## config.mk

```make
export PLATFORM = sky130hd
export DESIGN_NAME = mul_iter
export DESIGN_NICKNAME = d
export VERILOG_FILES = /design/src/rtl/mul_iter.sv
export SDC_FILE = /design/constraint.sdc
export NUM_CORES = 1
export LEC_CHECK = 0
export CELL_PAD_IN_SITES_DETAIL_PLACEMENT = 1
export CELL_PAD_IN_SITES_GLOBAL_PLACEMENT = 1
export CORE_MARGIN = 3
export CORE_UTILIZATION = 40
export CTS_BUF_LIST = sky130_fd_sc_hd__clkbuf_8 sky130_fd_sc_hd__clkbuf_16
export CTS_CLUSTER_DIAMETER = 50
export CTS_CLUSTER_SIZE = 10
export DETAILED_ROUTE_END_ITERATION = 16
export PLACE_DENSITY_LB_ADDON = 0.1
export SLEW_MARGIN = 20
export SYNTH_ARGS = -nofsm -noshare
export SYNTH_HDL_FRONTEND = slang
export SYNTH_SLANG_ARGS = --single-unit
```

## constraint.sdc

```tcl
create_clock -name clk -period 5.33 [get_ports clk]
set_clock_uncertainty 0.05 [all_clocks]
set_input_delay 0.7995 -clock clk [delete_from_list [all_inputs] [get_ports clk]]
set_output_delay 0.7995 -clock clk [all_outputs]
set_load 0.005 [all_outputs]
```

## src/rtl/mul_iter.sv

```systemverilog
// mul_iter: iterative shift-add multiplier retiring STEP multiplier bits per
// cycle, with valid/ready handshakes, synchronous kill and optional early-out.
// Operands are converted to magnitudes on accept; the sign is applied once at
// the end, so the same unsigned datapath serves MUL, MULH, MULHSU and MULHU.
module mul_iter #(
  parameter int WIDTH     = 32,
  parameter int STEP      = 2,
  parameter int EARLY_OUT = 0
) (
  input  logic               clk,
  input  logic               rst_n,
  input  logic               in_valid,
  output logic               in_ready,
  input  logic [1:0]         op,
  input  logic [WIDTH-1:0]   a,
  input  logic [WIDTH-1:0]   b,
  input  logic               kill,
  output logic               out_valid,
  input  logic               out_ready,
  output logic [WIDTH-1:0]   res,
  output logic [2*WIDTH-1:0] prod,
  output logic               busy
);

  localparam int NSTEPS = WIDTH / STEP;
  localparam int CW     = $clog2(NSTEPS + 1);
  localparam logic [CW-1:0] LAST = CW'(NSTEPS - 1);

  localparam logic [1:0] OP_MUL    = 2'b00;
  localparam logic [1:0] OP_MULH   = 2'b01;
  localparam logic [1:0] OP_MULHSU = 2'b10;

  typedef enum logic [1:0] {
    IDLE = 2'd0,
    CALC = 2'd1,
    SIGN = 2'd2,
    DONE = 2'd3
  } state_t;

  state_t state, state_next;

  // The multiplicand is kept pre-shifted so each step adds at the right
  // weight without a variable barrel shifter; count only tracks termination.
  logic [2*WIDTH-1:0] mcand_sh;
  logic [WIDTH-1:0]   mplr;
  logic [2*WIDTH-1:0] acc;
  logic [CW-1:0]      count;
  logic               neg;
  logic [1:0]         op_q;

  logic               neg_a, neg_b;
  logic [WIDTH-1:0]   abs_a, abs_b;
  logic [STEP-1:0]    digit;
  logic [2*WIDTH-1:0] pp;
  logic [2*WIDTH-1:0] acc_sum;
  logic [WIDTH-1:0]   mplr_sh;
  logic               calc_last;
  logic [2*WIDTH-1:0] prod_final;
  logic [WIDTH-1:0]   res_final;

  assign in_ready  = (state == IDLE);
  assign out_valid = (state == DONE);
  assign busy      = (state == CALC) || (state == SIGN);

  // Operand magnitudes, per-step partial product and the signed final result.
  always_comb begin
    neg_a      = a[WIDTH-1] & ((op == OP_MULH) || (op == OP_MULHSU));
    neg_b      = b[WIDTH-1] & (op == OP_MULH);
    abs_a      = neg_a ? (~a + 1'b1) : a;
    abs_b      = neg_b ? (~b + 1'b1) : b;
    digit      = mplr[STEP-1:0];
    pp         = mcand_sh * {{(2*WIDTH-STEP){1'b0}}, digit};
    acc_sum    = acc + pp;
    mplr_sh    = mplr >> STEP;
    calc_last  = (count == LAST) || ((EARLY_OUT != 0) && (mplr_sh == '0));
    prod_final = neg ? (~acc + 1'b1) : acc;
    res_final  = (op_q == OP_MUL) ? prod_final[WIDTH-1:0]
                                  : prod_final[2*WIDTH-1:WIDTH];
  end

  // State register.
  always_ff @(posedge clk or negedge rst_n) begin
    if (!rst_n) state <= IDLE;
    else        state <= state_next;
  end

  // Next-state logic; kill overrides every transition.
  always_comb begin
    state_next = state;
    unique case (state)
      IDLE: if (in_valid)  state_next = CALC;
      CALC: if (calc_last) state_next = SIGN;
      SIGN:                state_next = DONE;
      DONE: if (out_ready) state_next = IDLE;
      default:             state_next = IDLE;
    endcase
    if (kill) state_next = IDLE;
  end

  // Datapath: capture on accept, accumulate in CALC, register result in SIGN.
  always_ff @(posedge clk or negedge rst_n) begin
    if (!rst_n) begin
      mcand_sh <= '0;
      mplr     <= '0;
      acc      <= '0;
      count    <= '0;
      neg      <= 1'b0;
      op_q     <= 2'b00;
      res      <= '0;
      prod     <= '0;
    end else if (!kill) begin
      unique case (state)
        IDLE: if (in_valid) begin
          mcand_sh <= {{WIDTH{1'b0}}, abs_a};
          mplr     <= abs_b;
          acc      <= '0;
          count    <= '0;
          neg      <= neg_a ^ neg_b;
          op_q     <= op;
        end
        CALC: begin
          acc      <= acc_sum;
          mcand_sh <= mcand_sh << STEP;
          mplr     <= mplr_sh;
          count    <= count + 1'b1;
        end
        SIGN: begin
          prod <= prod_final;
          res  <= res_final;
        end
        default: ;
      endcase
    end
  end

endmodule

```

* Word level (Yosys, flattened, before mapping)
Cells that the tools add are included.
Storage, ports and cells: register bits after elaboration 266, input port bits 71
Cells by class: muxes and demuxes 17, reductions and logical operators 9, add/subtract/negate cells 5, eq/ne operators 10, bitwise operators 7, $mul 1
Operators with widths (number):
- 64-bit one-hot mux with 2 select lines | 2
- 64-bit 2-to-1 mux | 3
- 32-bit 2-to-1 mux | 4
- 32-bit by 1-bit adder with 32-bit output, second input constant | 2
- 64-bit by 1-bit adder with 64-bit output, second input constant | 1
- 64-bit adder | 1
- 64-bit by 2-bit multiplier with 64-bit output | 1
- 32-bit inverter | 2
- 64-bit inverter | 1
- 32-bit one-hot mux with 2 select lines | 1
- 5-bit one-hot mux with 2 select lines | 1
- 3-bit AND reduction | 3
- 2-bit 2-to-1 mux | 4
- 2-bit one-hot mux with 4 select lines | 1
- 2-bit == test, second input constant | 3
- 3-bit by 2-bit != test with 1-bit output, second input constant | 2
- 5-bit by 1-bit adder with 5-bit output, second input constant | 1
- 5-bit by 4-bit == test with 1-bit output, second input constant | 1
- 5-bit 2-to-1 mux | 1
- 2-bit by 1-bit == test with 1-bit output, second input constant | 2
- 2-bit zero test | 2
- 3-bit != test, second input constant | 1
- 1-bit AND | 2
- 1-bit logical OR | 2
- 5 further kinds | 5

* Longest topological paths before layout
depth after elaboration 6, mapped depth 17, mapped depth without buffers 15

* Least setup slack after synthesis
Ideal clock, no wire load.
path type register to register, start point register mplr[1], end point register acc[53], path slack 1.140 ns, path buffers 2, period minus slack after synthesis 4.190 ns, required time 5.139 ns, stages on the path, launching flop included 17, arrival time 3.999 ns, setup time 0.141 ns, cells stage by stage dfrtp_1 -> clkbuf_1 -> clkbuf_1 -> nand2_1 -> fa_1 -> inv_1 -> ha_1 -> and3_1 -> a221oi_2 -> o31ai_1 -> or2_2 -> a31oi_1 -> a21oi_1 -> o31a_1 -> a41oi_2 -> xor2_1 -> o22ai_1
Between the ends: word-level cells in the longest chain between the ends 3
RTL lines:
- from (decl) | RTL line 45 | logic [WIDTH-1:0] mplr;
- from (signal assigned) | RTL line 115 | mplr <= abs_b;
- from (signal assigned) | RTL line 124 | mplr <= mplr_sh;
- 64-bit by 2-bit multiplier with 64-bit output | RTL line 72 | pp = mcand_sh * {{(2*WIDTH-STEP){1'b0}}, digit};
- 64-bit adder | RTL line 73 | acc_sum = acc + pp;
- 64-bit one-hot mux with 2 select lines | RTL line 112 | unique case (state)
- to (signal assigned) | RTL line 122 | acc <= acc_sum;
- to (decl) | RTL line 46 | logic [2*WIDTH-1:0] acc;
No other way between the ends. A chain may end at the register's enable or synchronous reset.

* Worst setup path after layout
start point register mplr[1], end point register acc[63]
Same word-level chain as after synthesis.

==> impl_metrics.toml <==
[layout]
multi_input_area_um2 = 11200
drive_above_1_share_pct = 5.40
fill_cells = 5657
num_antenna_cells = 0
seq_area_um2 = 6660
areaGrowthSynthToFinish_pct = 18.7
final_nets = 2698
finalInstanceArea_um2 = 22800

[clock_tree]
clockBufferDepth = 3
numCtsBuffers = 43
root_buffer = "clkbuf_16"
cts-resized-gates = 0
hold_buffers = 0
cts_tree = "built"
cts.sinks = 266
cts.htree.levels = 2
clk_latency_ns = 0.58
cts.clk_slew.worst_paths_ns = 0.06
cts_setup_buffers = 0

[critical_path]
reg2reg_slack_ns = 0.48
critical_path.startpoint = "mplr[1]$_DFFE_PN0P_"
path_class = "reg -> reg"
cp_slowest_cell = "fa_1"
crit_path_max_incr_delay_ns = 0.56
end_kind = "register"
required_ns = 5.74
arrival_ns = 5.26
crit_top_cell = "a211oi_1"
reg2reg_from = "mplr[1]$_DFFE_PN0P_"
start_kind = "register"
cp_max_fo = 45
worstPathCellList = "buf_4 > nand2_1 > fa_1 > inv_1 > ha_1 > a21oi_1 > o21a_1 > or3b_2 > or3_1 > o21ai_1 > a211oi_1 > a211oi_1 > nor2_1 > a221o_1"

[synthesis]
synthTopCellsByArea = "dfrtp_1, nand2_1, fa_1"
synth_edf_count = 0
yosysWarnings = 0
synth_seq_cells = 266
synth_area_um2 = 19200
postSynthAreaPerCell_um2 = 8.05
synth_ff_type = "dfrtp_1"
synth_top_area_share_pct = 34.6
synthTopCellsByCount = "nand2_1, dfrtp_1, inv_1, o21ai_0, a21oi_1"
synth.distinct_cells = 75
synth_top_area_cell = "dfrtp_1"
synthMostInstantiatedCell = "nand2_1"
synthCells = 2387
seq_area_frac_synth_pct = 34.6
ys_async_sr_fraction_pct = 100
syn-num-nets = 2594

[floorplanning]
fp-row-count = 79
dieWidth_um = 225
pin_count = 170
coreArea_um2 = 47000
initial_core_util_pct = 40.9
dieArea_um2 = 50700
die_h_um = 225

[detailed_routing]
num_vias = 17400
post_drt_wl_per_cell_um = 20.8
first_pass_iters = 5
viasPerCell = 5.56
drt_iter0_drc = 1073
ant_nets = 0
routed_wl_um = 64900
remaining_drc_errors = 0

[sta]
slew_viol_final = 0
period_share_pct = 90.9
timing.setup.tns_ns = 0
fin_hold_ws_ns = 0.131
worst_pin_slew_ns = 0.948
max-slew-margin-rel_pct = 36.5
finalSetupViolations = 0
hold_viol = 0
fin_crit_ns = 4.85
max_clock_freq_mhz = 206
rsz0062_at_grt = "false"

[pwr]
powerDensity_nw_per_um2 = 565
clkPwrFrac_pct = 22.2
combPwrFrac_pct = 52.3
p_sw_uw = 5860
vdd_drop_max_v = 0.000211
seqPwrFrac_pct = 25.5
p_leak_uw = 0.0105
p_int_uw = 7040
switching_share_pct = 45.4

[placement]
dp_hpwl_um = 50400
placed_area_um2 = 21400
gp_congestion = 0.888
numPortBuffers = 169

[grt]
grt_max_degree = 116
grt_pass1_vias = 18100
grt_pass1_wl_um = 103000
gr-total-overflow = 0
antenna_found_initial = 0
grt_util_all_layers_pct = 25.7

[outcome]
outcome = "finished, final reports clean"

[job]
maxCapViolations = 0

[worst_hold_path]
min_path_type = "in -> async"
[critical path, delay by kind of cell, from the launching register on]
family / cells / cell delay [ns]
fa+ha+maj: 2 / 0.96
compound gates: 6 / 1.51
flops: 1 / 0.55
buf+inv: 2 / 0.54
simple gates: 4 / 1.10
[metal layers]
layer  wire [um]  up-vias  track usage, %
li1            -     8315               -
met1       31400     8575            36.9
met2       29000      389            41.3
met3        3340       75            4.39
met4        1120        0            5.29
met5           0        -               0
[final timing paths]
path	endpoint	depth (start not counted)
hold reg to reg	res[21]$_DFFE_PN0P_	2
setup reg to reg	acc[63]$_DFFE_PN0P_	14
min in group clk	res[21]$_DFFE_PN0P_	2
setup / recovery	acc[63]$_DFFE_PN0P_	14
max in group asynchronous	acc[60]$_DFFE_PN0P_	2
hold / removal	prod[1]$_DFFE_PN0P_	1
[logic make-up after synthesis]
logic type | count (synthesis) | synth area share (%)
xor+xnor | 171 | 7.80
compound gates | 629 | 19.9
mux | 7 | 0.384
fa+ha+maj | 136 | 11.3
simple gates | 823 | 18.8
buf+inv | 355 | 7.13
flops | 266 | 34.6
[layout by cell type (no fill, tap or decap), drive strengths merged, types with 6 or more instances in the layout]
| cell type | netlist | routed |
|---|---|---|
| nand2 | 469 | 469 |
| dfrtp | 266 | 266 |
| inv | 225 | 234 |
| o21ai | 213 | 213 |
| a21oi | 171 | 171 |
| clkdlybuf4s50 | 0 | 168 |
| nor2 | 122 | 122 |
| xnor2 | 114 | 114 |
| ha | 73 | 73 |
| nand3 | 67 | 67 |
| o22ai | 66 | 66 |
| fa | 63 | 63 |
| xor2 | 57 | 57 |
| clkbuf | 115 | 45 |
| a21o | 33 | 33 |
| nor3 | 31 | 31 |
| nand4 | 29 | 29 |
| o31ai | 26 | 26 |
| buf | 15 | 21 |
| or3 | 20 | 20 |
| nor4 | 17 | 17 |
| o21bai | 15 | 15 |
| or2 | 13 | 13 |
| and3 | 12 | 12 |
| o41ai | 12 | 12 |
| or4 | 12 | 12 |
| a31oi | 11 | 11 |
| and2 | 9 | 9 |
| a22oi | 9 | 9 |
| nand2b | 9 | 9 |
| a211oi | 8 | 8 |
| a21boi | 8 | 8 |
| o221ai | 8 | 8 |
| nor2b | 8 | 8 |
| clkinv | 0 | 8 |
| o21a | 6 | 6 |
| bufinv | 0 | 6 |
[metrics by stage]
step                      util (%)  power, uW  setup WS, ns  std cells
after floorplan                  -       7420          1.14       2387
after global placement        45.5       9840         0.721       3053
after detailed placement      45.5      10000         0.567       3053
after CTS                     48.6      13000         0.536       3124
after global routing          48.6      13900         0.245       3124
final                         48.6      12900         0.484       3124
[flip-flops by register name, indices dropped and copies added (netlist names), 2 cells and up]
register	flops
count	5
state	2
op_q	2
prod	64
acc	64
mplr	32
mcand_sh	64
res	32
[final cells by class]
class	instances	share of cell area, %
Tap cell	607	3.33
Sequential cell	266	29.2
Clock inverter	26	1.50
Clock buffer	45	4.84
Multi-Input combinational cell	1766	49.2
Timing Repair Buffer	189	8.21
Inverter	225	3.70
[power by group through the flow]
stage	Clock, uW	Sequential (uW)	Combinational, uW
6_report	2860	3280	6750
4_1_cts	2920	3280	6760
3_5_place_dp	0	3310	6720
2_1_floorplan	0	3110	4310
3_3_place_gp	0	3280	6570
5_1_grt	3020	3380	7470
Note: power is estimated with default switching activity, not from simulation.
